File: src/rtl/ryuki_datatypes_pkg.sv
// ryuki_datatypes: shared trace record type plus the serialiser's word-count
// constants and word-index enum.
//
// Build option: TRACE_MEM_ACCESS_EN
//   defined   -> if_data carries mem_access; 8 words per record
//   undefined -> no mem_access field at all; 6 words per record
`ifndef DATA_WIDTH
`define DATA_WIDTH 32
`endif
`ifndef ADDR_WIDTH
`define ADDR_WIDTH 32
`endif

package ryuki_datatypes;

  typedef struct packed {
    logic signed [`DATA_WIDTH-1:0] time_start;
    logic signed [`DATA_WIDTH-1:0] time_end;
  } mem_access_t;

  typedef struct packed {
`ifdef TRACE_MEM_ACCESS_EN
    mem_access_t                   mem_access;
`endif
    logic signed [`DATA_WIDTH-1:0] time_start;
    logic signed [`DATA_WIDTH-1:0] time_end;
  } if_data_t;

  typedef struct packed {
    logic signed [`DATA_WIDTH-1:0] time_start;
    logic signed [`DATA_WIDTH-1:0] time_end;
  } id_data_t;

  typedef struct packed {
    logic [`DATA_WIDTH-1:0] instruction;
    logic [`ADDR_WIDTH-1:0] addr;
    if_data_t               if_data;
    id_data_t               id_data;
  } trace_output;

`ifdef TRACE_MEM_ACCESS_EN
  localparam int unsigned TRACE_WORDS = 8;
  typedef enum logic [2:0] {
    WI_INSTR     = 3'd0,
    WI_ADDR      = 3'd1,
    WI_IF_START  = 3'd2,
    WI_IF_END    = 3'd3,
    WI_MEM_START = 3'd4,
    WI_MEM_END   = 3'd5,
    WI_ID_START  = 3'd6,
    WI_ID_END    = 3'd7
  } word_idx_e;
`else
  localparam int unsigned TRACE_WORDS = 6;
  typedef enum logic [2:0] {
    WI_INSTR     = 3'd0,
    WI_ADDR      = 3'd1,
    WI_IF_START  = 3'd2,
    WI_IF_END    = 3'd3,
    WI_ID_START  = 3'd4,
    WI_ID_END    = 3'd5
  } word_idx_e;
`endif

  localparam word_idx_e WI_LAST = word_idx_e'(TRACE_WORDS - 1);

endpackage

File: src/rtl/trace_fifo.sv
// trace_fifo: FIFO of trace_output records.
// Ports:
//   clk, rst_n        clock, async active-low reset
//   push, push_data   write a record (ignored when full)
//   pop               drop the head record (ignored when empty)
//   head              current head record (undefined when empty)
//   full, empty       occupancy flags
//   single            exactly one entry held
module trace_fifo
  import ryuki_datatypes::*;
#(
  parameter int unsigned DEPTH = 4
) (
  input  logic        clk,
  input  logic        rst_n,
  input  logic        push,
  input  trace_output push_data,
  input  logic        pop,
  output trace_output head,
  output logic        full,
  output logic        empty,
  output logic        single
);

  localparam int unsigned PTR_W = $clog2(DEPTH);

  trace_output      mem [DEPTH];
  logic [PTR_W-1:0] wr_ptr;
  logic [PTR_W-1:0] rd_ptr;
  logic [PTR_W:0]   count;
  logic             do_push;
  logic             do_pop;

  assign full    = (count == (PTR_W+1)'(DEPTH));
  assign empty   = (count == '0);
  assign single  = (count == (PTR_W+1)'(1));
  assign do_push = push && !full;
  assign do_pop  = pop && !empty;
  assign head    = mem[rd_ptr];

  always_ff @(posedge clk or negedge rst_n) begin
    if (!rst_n) begin
      wr_ptr <= '0;
      rd_ptr <= '0;
      count  <= '0;
    end else begin
      if (do_push) wr_ptr <= wr_ptr + 1'b1;
      if (do_pop)  rd_ptr <= rd_ptr + 1'b1;
      case ({do_push, do_pop})
        2'b10:   count <= count + 1'b1;
        2'b01:   count <= count - 1'b1;
        default: ;
      endcase
    end
  end

  // Payload storage carries no reset; it is only observed through the head
  // once a push has filled the slot.
  always_ff @(posedge clk) begin
    if (do_push) mem[wr_ptr] <= push_data;
  end

endmodule

File: src/rtl/trace_serialiser.sv
// trace_serialiser: buffers trace records and emits each one as a sequence
// of WORD_WIDTH words over a valid/ready stream.
// Ports:
//   clk, rst_n                     clock, async active-low reset
//   trace_valid_i/trace_i/ready_o  record input handshake
//   word_valid_o/data_o/last_o     word output, last marks final word
//   word_ready_i                   downstream accept
//   records_sent_o                 fully transmitted record count (wraps)
// Build option: TRACE_MEM_ACCESS_EN adds the two mem_access words.
//
// state | meaning
// IDLE  | FIFO empty, no word offered
// SEND  | serialising FIFO head at word index idx
module trace_serialiser
  import ryuki_datatypes::*;
#(
  parameter int unsigned FIFO_DEPTH = 4,
  parameter int unsigned WORD_WIDTH = 32
) (
  input  logic                  clk,
  input  logic                  rst_n,
  input  logic                  trace_valid_i,
  input  trace_output           trace_i,
  output logic                  trace_ready_o,
  output logic                  word_valid_o,
  output logic [WORD_WIDTH-1:0] word_data_o,
  output logic                  word_last_o,
  input  logic                  word_ready_i,
  output logic [31:0]           records_sent_o
);

  typedef enum logic {IDLE, SEND} state_e;

  state_e      state;
  word_idx_e   idx;
  logic        ready_en;
  logic [31:0] sent;
  trace_output head;
  logic        fifo_full;
  logic        fifo_empty;
  logic        fifo_single;
  logic        push;
  logic        word_hs;
  logic        last_hs;

  // ready_en keeps trace_ready_o low through reset and releases it on the
  // first edge afterwards.
  assign trace_ready_o  = ready_en && !fifo_full;
  assign push           = trace_valid_i && trace_ready_o;
  assign word_valid_o   = (state == SEND);
  assign word_last_o    = word_valid_o && (idx == WI_LAST);
  assign word_hs        = word_valid_o && word_ready_i;
  assign last_hs        = word_hs && word_last_o;
  assign records_sent_o = sent;

  trace_fifo #(.DEPTH(FIFO_DEPTH)) u_fifo (
    .clk       (clk),
    .rst_n     (rst_n),
    .push      (push),
    .push_data (trace_i),
    .pop       (last_hs),
    .head      (head),
    .full      (fifo_full),
    .empty     (fifo_empty),
    .single    (fifo_single)
  );

  // State tracks FIFO occupancy one step ahead so a record pushed into an
  // empty FIFO is offered in the very next cycle.
  always_ff @(posedge clk or negedge rst_n) begin
    if (!rst_n) begin
      state    <= IDLE;
      idx      <= WI_INSTR;
      ready_en <= 1'b0;
      sent     <= '0;
    end else begin
      ready_en <= 1'b1;
      case (state)
        IDLE: begin
          idx <= WI_INSTR;
          if (push) state <= SEND;
        end
        SEND: begin
          if (word_hs) begin
            if (idx == WI_LAST) begin
              idx  <= WI_INSTR;
              sent <= sent + 32'd1;
              if (fifo_single && !push) state <= IDLE;
            end else begin
              idx <= word_idx_e'(idx + 3'd1);
            end
          end
        end
        default: state <= IDLE;
      endcase
    end
  end

  always_comb begin
    word_data_o = '0;
    if (word_valid_o && !fifo_empty) begin
      case (idx)
        WI_INSTR:     word_data_o = head.instruction;
        WI_ADDR:      word_data_o = head.addr;
        WI_IF_START:  word_data_o = head.if_data.time_start;
        WI_IF_END:    word_data_o = head.if_data.time_end;
`ifdef TRACE_MEM_ACCESS_EN
        WI_MEM_START: word_data_o = head.if_data.mem_access.time_start;
        WI_MEM_END:   word_data_o = head.if_data.mem_access.time_end;
`endif
        WI_ID_START:  word_data_o = head.id_data.time_start;
        WI_ID_END:    word_data_o = head.id_data.time_end;
        default:      word_data_o = '0;
      endcase
    end
  end

endmodule

File: config.mk
export PLATFORM = sky130hd
export DESIGN_NAME = trace_serialiser
export DESIGN_NICKNAME = d
export VERILOG_FILES = /design/src/rtl/ryuki_datatypes_pkg.sv /design/src/rtl/trace_fifo.sv /design/src/rtl/trace_serialiser.sv
export SDC_FILE = /design/constraint.sdc
export NUM_CORES = 1
export LEC_CHECK = 0
export CAP_MARGIN = 20
export CORE_ASPECT_RATIO = 0.6
export CORE_MARGIN = 2
export CORE_UTILIZATION = 52
export DETAILED_ROUTE_END_ITERATION = 7
export GPL_TIMING_DRIVEN = 0
export PLACE_DENSITY_LB_ADDON = 0.12
export SYNTH_ARGS = -nofsm -noshare
export SYNTH_HDL_FRONTEND = slang
export SYNTH_SLANG_ARGS = --single-unit
File: constraint.sdc
create_clock -name clk -period 5.89 [get_ports clk]
set_clock_uncertainty 0.2 [all_clocks]
set_input_delay 1.4725 -clock clk [delete_from_list [all_inputs] [get_ports clk]]
set_output_delay 1.4725 -clock clk [all_outputs]
set_load 0.005 [all_outputs]
# == After elaboration in Yosys (flattened, before gate mapping) ==
# Memories as Yosys holds them, arrays and structs flattened.
# Index checks and enable logic that the tools add are counted.
# totals
mem_bits_ro,0
input_bits,196
latchBits,0
elab_cells,54
reg_bits,44
mem_bits_rw,768
memories,1
output_inout_bits,67
# op_classes
mul,0
n_mux,13
shift,0
n_reduce_logical,16
n_bitwise,1
div_mod_pow,0
magnitude_cmp,0
add_sub_neg,6
eq_ne,10
# memory_table
name,words,width,rd,rd_clocked_by_memory_dff,write_ports,line,text
u_fifo.mem,4,192,1,0,1,trace_fifo.sv:27,trace_output mem [DEPTH];
# op_table
operator,n
$pmux W32 S6,1
$add A32 B1 Y32 const B,1
$mux W32,1
$pmux W3 S2,2
$eq A3 B3 Y1 const B,3
$logic_and A1 B1 Y1,9
$add A3 B1 Y3 const B,2
$eq A3 B1 Y1 const B,2
$eq A3 B2 Y1 const B,2
$logic_not A3 Y1,2
$mux W1,6
$mux W3,2
$add A2 B1 Y2 const B,2
$logic_not A1 Y1,3
$reduce_and A3 Y1,1
$sub A3 B1 Y3 const B,1
$eq A2 B1 Y1 const B,1
$eq A2 B2 Y1 const B,1
$ne A2 B1 Y1 const B,1
$pmux W1 S2,1
$reduce_bool A2 Y1,1
$not A1 Y1,1

# == Depth between registers and ports, before layout ==
# Gate-level depths: netlist of the first run.
# depth
word_depth,10
ltp_mapped,9
ltp_nobuf,9

# == Modules after synthesis ==
# Synthesis of the first run repeated with hierarchy kept, for this count alone.
# unflattened
hier_cells,1368
area_unflattened_um2,31052.3
# by_module_without_submodules
module,area_per_inst_um2,n_inst,cells_per_inst,seq_area_each_um2
trace_fifo,28178.3,1,1047,23237.3
trace_serialiser,2874.0,1,321,925.9

# == Least setup slack after synthesis of the first run ==
# Ideal clock, no wire load.
# synth_path
path_type,in2reg
startpoint,input trace_valid_i
endpoint,memory u_fifo.mem[0][0] (netlist name) (enable)
n_path_buf,0
stages,1
t_arrival_ps,5891
required_time_ps,5112
setup_slack_ps,-778
path_cell_list,and3_1
# synth_via
elab_chain_len,4
# synth_lines
item,line,text
from (decl),trace_serialiser.sv:22,"input logic trace_valid_i,"
$logic_and A1 B1 Y1,trace_serialiser.sv:49,assign push = trace_valid_i && trace_ready_o;
$logic_and A1 B1 Y1,trace_fifo.sv:37,assign do_push = push && !full;
$mux W1,trace_fifo.sv:60,if (do_push) mem[wr_ptr] <= push_data;
$mux W1 (not written as such),trace_fifo.sv:60,
to (decl),trace_fifo.sv:27,
# Every way passes these cells.

# == Worst setup path after layout of the first run ==
# layout_path
startpoint,register u_fifo.rd_ptr[0]
endpoint,output word_data_o[12]
# layout_via
elab_chain_len,3
# layout_lines
item,line,text
from (decl),trace_fifo.sv:29,logic [PTR_W-1:0] rd_ptr;
from (signal assigned),trace_fifo.sv:48,if (do_pop) rd_ptr <= rd_ptr + 1'b1;
$mem_v2 Z4 W192,n/a,
$pmux W32 S6,trace_serialiser.sv:102,case (idx)
$mux W32,trace_serialiser.sv:101,if (word_valid_o && !fifo_empty) begin
to (decl),trace_serialiser.sv:26,"output logic [WORD_WIDTH-1:0] word_data_o,"
# Every way passes these cells.

==> qor.csv, run 1 <==
stage,metric,value,unit
setup_path,WS Path Type,reg2out,
clock_tree,total setup buffers inserted after CTS,0,
clock_tree,H-tree levels,3,
synth,Post-Syn Area,31200,µm²
floorplanning,Starting Density,52.7,%
synth,synthesized net count,1814,
pwr,"IR drop worst, VDD",0.212,mV
floorplanning,FP Rows,69,
detailed_routing,via count,16576,
placed_design,pre-CTS WS,661,ps
clock_tree,CTS clock-pin slew for the worst setup and hold paths,60,ps
synth,Syn Inst Count,1607,
synth,Yosys reg bits,812,
pwr,combinational fraction of design power,1.8,%
pwr,Sw Ratio,18.6,%
floorplanning,I/O pins,263,
pwr,clock share of power,41.9,%
detailed_routing,drc violations,0,
sta,setup_tns,0,ps
run_status,status,finished clean,
detailed_routing,wire per inst,27.0,µm
placed_design,Placer Congestion,0.813,
floorplanning,die area,62000,µm²
sta,Final Slew Violations,0,
synth,XOR/XNOR Fraction of Synth Area,1.07,%
detailed_routing,Routed Antenna Nets,0,
synth,Synth Area in Adders,0.441,%
grt,vias in the first global route,16455,
setup_path,worst-path fanout max,10,
job,maxcap violations,0,
detailed_routing,drt initial violations,1848,
synth,largest family of logic cells by synthesized area,multiplexers,
synth,Yosys top cell area share,74.0,%
synth,post-synthesis compound-gate area fraction,3.98,%
pwr,power per standard cell area,299,nW/µm²
cells_and_area,layout cells sized above 1,12.6,%
setup_path,crit end category,primary output,
pwr,Power Total,0.0112,W
clock_tree,Clock Latency Late Sink,610,ps
sta,Worst slew margin,24.9,%
clock_tree,CTS Root Cell,clkbuf_16,
clock_tree,Num CTS Buffers,74,
setup_path,startpoint types,flip-flop,
setup_path,Critical Path RT,4220,ps
floorplanning,core region area,59200,µm²
clock_tree,CTS tree,done,
floorplanning,die height,194,µm
pwr,sw power,0.00208,W
cells_and_area,nets,2165,
sta,Peak Freq,174,MHz
detailed_routing,via-per-instance ratio,5.91,
synth,Synth area leader,edfxtp_1,
grt,largest net degree at the start of global routing,59,
sta,fin worst setup slack,141,ps
cells_and_area,synthesis-to-finish area growth,20.3,%
placed_design,PortBufs,262,
sta,fin crit share,97.6,%
synth,sequential area share after synthesis,77.5,%
synth,"top cells by area, synth","edfxtp_1 74%, mux2i_1 8.2%, mux4_2 4.7%",
detailed_routing,first-pass iteration count of the detailed router,6,
grt,gr usage total,24.4,%
clock_tree,clock sinks,812,
grt,total grt overflow,0,
synth,Mean Syn Cell Area,19.4,µm²
placed_design,DP Wirelength,49900,µm
sta,worst-margin pin slew,1120,ps
synth,post-synthesis mux area share,13.0,%
min_path,Min-Delay Path Class,reg2reg,
synth,Yosys cell types,47,
grt,initial antenna violation count,12,
synth,YS warnings,0,
sta,minimum clock period,5750,ps
sta,RSZ-0062 raised after global routing,no,
pwr,Flop pwr share,56.3,%
sta,final count of hold timing violations,0,
synth,Simple-Gate Fraction of Synth Area,2.53,%
clock_tree,maximum root-to-sink buffer count,3,
sta,final count of negative-setup-slack endpoints,0,
floorplanning,die span in x,320,µm
detailed_routing,Routed WL,75900,µm
pwr,Int Power,0.00912,W
pwr,leakage,11.6,nW
grt,first-pass GRT wire length,109000,µm
setup_path,CP Data Arrival Time,4080,ps
==> cells in the mapped netlist (all sizes together) <==
library cell and number:
edfxtp 768, mux2i 254, o22ai 126, buf 66, mux4 65, dfrtp 44
nor4 34, a21oi 32, a22oi 32, xnor2 26, nand2 22, nand3 20
clkbuf 18, and3 12, nor2 12, xor2 12, ha 11, inv 8
nand4 8, and2 6, nor2b 5, and4 4, mux2 4, o21ai 4
nor3 2, a211oi 1, a21boi 1, a31o 1, and3b 1, and4b 1
conb 1, nand2b 1, nand3b 1, nand4bb 1, nor3b 1, o211ai 1
or4b 1
==> final cells by class <==
| type | count | area (µm²) |
|---|---|---|
| clock inverter | 26 | 240 |
| inverter | 8 | 30.0 |
| buffer | 84 | 438 |
| timing repair buffer | 275 | 2960 |
| clock buffer | 108 | 2110 |
| sequential | 812 | 24200 |
| tap | 781 | 977 |
| antenna | 9 | 22.5 |
| fill | 4128 | 21700 |
| multi-input combinational | 703 | 6580 |
==> worst paths after layout <==
check	from	endpoint	slack [ps]	cells after the start
max	u_fifo.rd_ptr[0]$_DFFE_PN0P_	word_data_o[12]	140	8
min	records_sent_o[31]$_DFFE_PN0P_	records_sent_o[31]$_DFFE_PN0P_	280	1
max reg2reg	u_fifo.count[0]$_DFFE_PN0P_	u_fifo.mem[3][47]$_DFFE_PP_	2040	7
min reg2reg	records_sent_o[31]$_DFFE_PN0P_	records_sent_o[31]$_DFFE_PN0P_	280	1
max in group asynchronous	rst_n	u_fifo.count[2]$_DFFE_PN0P_	4480	2
min in group asynchronous	rst_n	records_sent_o[20]$_DFFE_PN0P_	540	1
==> layer usage <==
layer	vias to the layer above	wire (µm)	GRT usage [%]
li1	7306	-	-
met1	8535	33500	36.5
met2	623	34800	36.8
met3	102	5960	5.34
met4	10	1520	6.16
met5	-	63	0
==> kinds of logic (layout without fill, tap and decap cells) <==
family | count (synthesis) | count (layout)
buffers and inverters | 92 | 501
multiplexers | 323 | 323
AO/OA/AOI/OAI | 198 | 198
AND/OR/NAND/NOR | 132 | 132
adder cells (fa/ha/maj) | 11 | 11
flip-flops | 812 | 812
other | 1 | 10
XOR/XNOR | 38 | 38
==> cell usage in the layout, fill, tap and decap left out, types with 31 or more instances in the layout <==
cell type,count
a21oi_1,32
a22oi_1,32
buf_2,55
clkbuf_1,43
clkbuf_16,79
clkdlybuf4s50_1,261
dfrtp_1,44
edfxtp_1,768
mux2i_1,254
mux4_2,65
nor4_1,31
o22ai_1,126
==> power by group through the flow <==
stage	logic (W)	clock network, W	registers, W
final	0.000199	0.00470	0.00631
after global routing	0.000213	0.00502	0.00631
after CTS	0.000199	0.00478	0.00631
after detailed placement	0.000198	0	0.00643
after global placement	0.000186	0	0.00643
after floorplan	0.000000482	0	0.00644
==> metrics by stage <==
stage | hold WS [ps] | util (%) | instances | instance area, µm²
finish | 284 | 63.3 | 2806 | 37500
global route | 302 | 63.3 | 2800 | 37500
CTS | 284 | 63.3 | 2797 | 37500
detailed placement | 268 | 59.3 | 2663 | 35100
global placement | 261 | 58.7 | 2650 | 34800
floorplan | 268 | - | 1607 | 31200
==> critical path, cell delays in order, from the launching register on <==
cell             delay [ps]
dfrtp_1                 380
buf_2                   290
nor2_1                   90
nand2_1                 240
clkbuf_1                670
o22ai_1                 220
nor4_1                  880
a21oi_1                 160
clkdlybuf4s50_1         540
==> state kept, by name, summed over array words and instances (netlist names) <==
register and count:
u_fifo.count 3, idx 3, records_sent_o 32, u_fifo.mem 768, ready_en 1, u_fifo.rd_ptr 2
word_valid_o 1, u_fifo.wr_ptr 2
==> what timing repair did <==
| item | CTS | global route |
|---|---|---|
| setup endpoints to repair | 1 | 0 |
| gates resized for setup | 1 | 0 |
| hold endpoints to repair | 0 | 0 |
| hold buffers | 0 | 0 |
Power figures use the tool's default switching activity.
==> run 2, diff against run 1 <==
CTS_BUF_LIST = sky130_fd_sc_hd__clkbuf_4 sky130_fd_sc_hd__clkbuf_8 sky130_fd_sc_hd__clkbuf_16   (was default)
==> run 2 against run 1 <==
Effect of this change: non-clock buffer count is the same; global-route usage is essentially flat; clock power grew 3%; largest cell class unchanged; sequential power is essentially flat; sequential share of layout area shrank 0.18 points; die area is the same; via count grew 0.25%; first-iteration DRC count shrank 0.27%.
==> qor.csv, run 2 (synthesis results as in run 1) <==
stage,metric,value,unit
cells_and_area,most frequent cells in the layout,"768 x edfxtp_1, 261 x clkdlybuf4s50_1, 254 x mux2i_1",
sta,worst-margin pin slew,1120,ps
clock_tree,H-tree levels,3,
floorplanning,die span in x,320,µm
sta,fin crit share,98.0,%
pwr,Power Total,0.0113,W
sta,minimum clock period,5770,ps
sta,Peak Freq,173,MHz
placed_design,Placer Congestion,0.813,
pwr,sw power,0.00208,W
cells_and_area,synthesis-to-finish area growth,20.6,%
pwr,Sw Ratio,18.4,%
sta,Hold WS,284,ps
detailed_routing,first-pass iteration count of the detailed router,7,
grt,vias in the first global route,16479,
cells_and_area,layout cells sized above 1,14.0,%
setup_path,WP depth,8,
setup_path,critical path's slowest cell,nor4_1,
placed_design,DP Wirelength,49900,µm
cells_and_area,nets,2165,
detailed_routing,wire per inst,27.1,µm
cells_and_area,area of the multi-input gates,6580,µm²
grt,initial antenna violation count,12,
pwr,leakage,11.7,nW
pwr,power per standard cell area,301,nW/µm²
cells_and_area,"commonest non-fill, non-tap cell in the layout",edfxtp_1,
pwr,"IR drop worst, VDD",0.212,mV
job,maxcap violations,0,
min_path,Min-Delay Path Class,reg2reg,
setup_path,Critical Path RT,4220,ps
setup_path,CP Cell Sequence,buf_2 > nor2_1 > nand2_1 > clkbuf_1 > o22ai_1 > nor4_1 > a21oi_1 > clkdlybuf4s50_1,
run_status,status,finished clean,
grt,largest net degree at the start of global routing,59,
min_path,Hold Path Depth,1,
setup_path,family with the most delay on the worst path,buffers and inverters,
pwr,clock share of power,42.6,%
placed_design,Cells after DPL,2663,
placed_design,PortBufs,262,
grt,first-pass GRT wire length,109000,µm
cells_and_area,fin cells,2807,
detailed_routing,drt initial violations,1843,
clock_tree,total setup buffers inserted after CTS,0,
floorplanning,die height,194,µm
pwr,Flop pwr share,55.7,%
clock_tree,CTS clock-pin slew for the worst setup and hold paths,60,ps
setup_path,CP Data Arrival Time,4100,ps
setup_path,startpoint types,flip-flop,
floorplanning,Starting Density,52.7,%
clock_tree,clock sinks,812,
clock_tree,Num CTS Buffers,74,
setup_path,WS Path Type,reg2out,
setup_path,worst-path fanout max,10,
detailed_routing,via-per-instance ratio,5.92,
sta,final count of negative-setup-slack endpoints,0,
detailed_routing,via count,16617,
detailed_routing,Routed Antenna Nets,0,
cells_and_area,final core occ,63.5,%
setup_path,Critical Path Max Stage Delay,890,ps
cells_and_area,max reg flops,768,
sta,RSZ-0062 raised after global routing,no,
grt,gr usage total,24.4,%
clock_tree,maximum root-to-sink buffer count,3,
floorplanning,die area,62000,µm²
setup_path,R2R depth,7,
pwr,combinational fraction of design power,1.8,%
clock_tree,CTS Root Cell,clkbuf_16,
clock_tree,CTS tree,done,
floorplanning,I/O pins,263,
detailed_routing,drc violations,0,
sta,setup_tns,0,ps
cells_and_area,Top reg by flops,u_fifo.mem,
detailed_routing,Routed WL,76000,µm
grt,total grt overflow,0,
cells_and_area,Filler cells,4101,
setup_path,Buf/Inv on CP,3,
sta,final count of hold timing violations,0,
sta,Worst slew margin,24.8,%
sta,Final Slew Violations,0,
pwr,Int Power,0.00925,W
clock_tree,Clock Latency Late Sink,610,ps
cells_and_area,Reg area,24200,µm²
setup_path,crit end category,primary output,
floorplanning,core region area,59200,µm²
floorplanning,FP Rows,69,
-- run 2: metrics by stage --
step / setup slack [ps] / instance area (µm²)
floorplan: 1420 / 31200
global route: 4.57 / 37600
CTS: 53.4 / 37600
global placement: -994 / 34800
detailed placement: 661 / 35100
finish: 118 / 37600
-- run 2: per-layer routing --
layer	wire, µm	global-route usage, %	up-vias
met5	49	0	-
met4	1400	6.09	8
met3	6120	5.39	88
met2	35000	36.8	668
met1	33400	36.5	8545
li1	-	-	7308
-- run 2: layout make-up --
cell class,instances,share of cell area (%)
Buffer,84,1.16
Multi-Input combinational cell,703,17.5
Timing Repair Buffer,275,7.87
Antenna cell,10,0.0665
Sequential cell,812,64.2
Clock inverter,26,0.639
Tap cell,781,2.60
Inverter,8,0.0798
Clock buffer,108,5.87
-- run 2: path summary, 6_finish.rpt --
kind | slack, ps | from | to
setup / recovery | 120 | u_fifo.rd_ptr[0]$_DFFE_PN0P_ | word_data_o[12]
hold / removal | 280 | records_sent_o[31]$_DFFE_PN0P_ | records_sent_o[31]$_DFFE_PN0P_
setup reg to reg | 2060 | u_fifo.count[0]$_DFFE_PN0P_ | u_fifo.mem[3][47]$_DFFE_PP_
hold reg to reg | 280 | records_sent_o[31]$_DFFE_PN0P_ | records_sent_o[31]$_DFFE_PN0P_
max in group asynchronous | 4480 | rst_n | u_fifo.count[2]$_DFFE_PN0P_
min in group asynchronous | 540 | rst_n | records_sent_o[20]$_DFFE_PN0P_
-- run 2: repair_timing --
item	in CTS	in global routing
hold buffers	0	0
gates resized for setup	1	0
setup endpoints to repair	1	0
-- run 2: power by group through the flow --
stage	Clock, W	Sequential, W	Combinational (W)
after floorplan	0	0.00644	0.000000482
after global placement	0	0.00643	0.000186
after detailed placement	0	0.00643	0.000198
after CTS	0.00491	0.00631	0.000199
after global routing	0.00514	0.00631	0.000213
final	0.00483	0.00631	0.000199
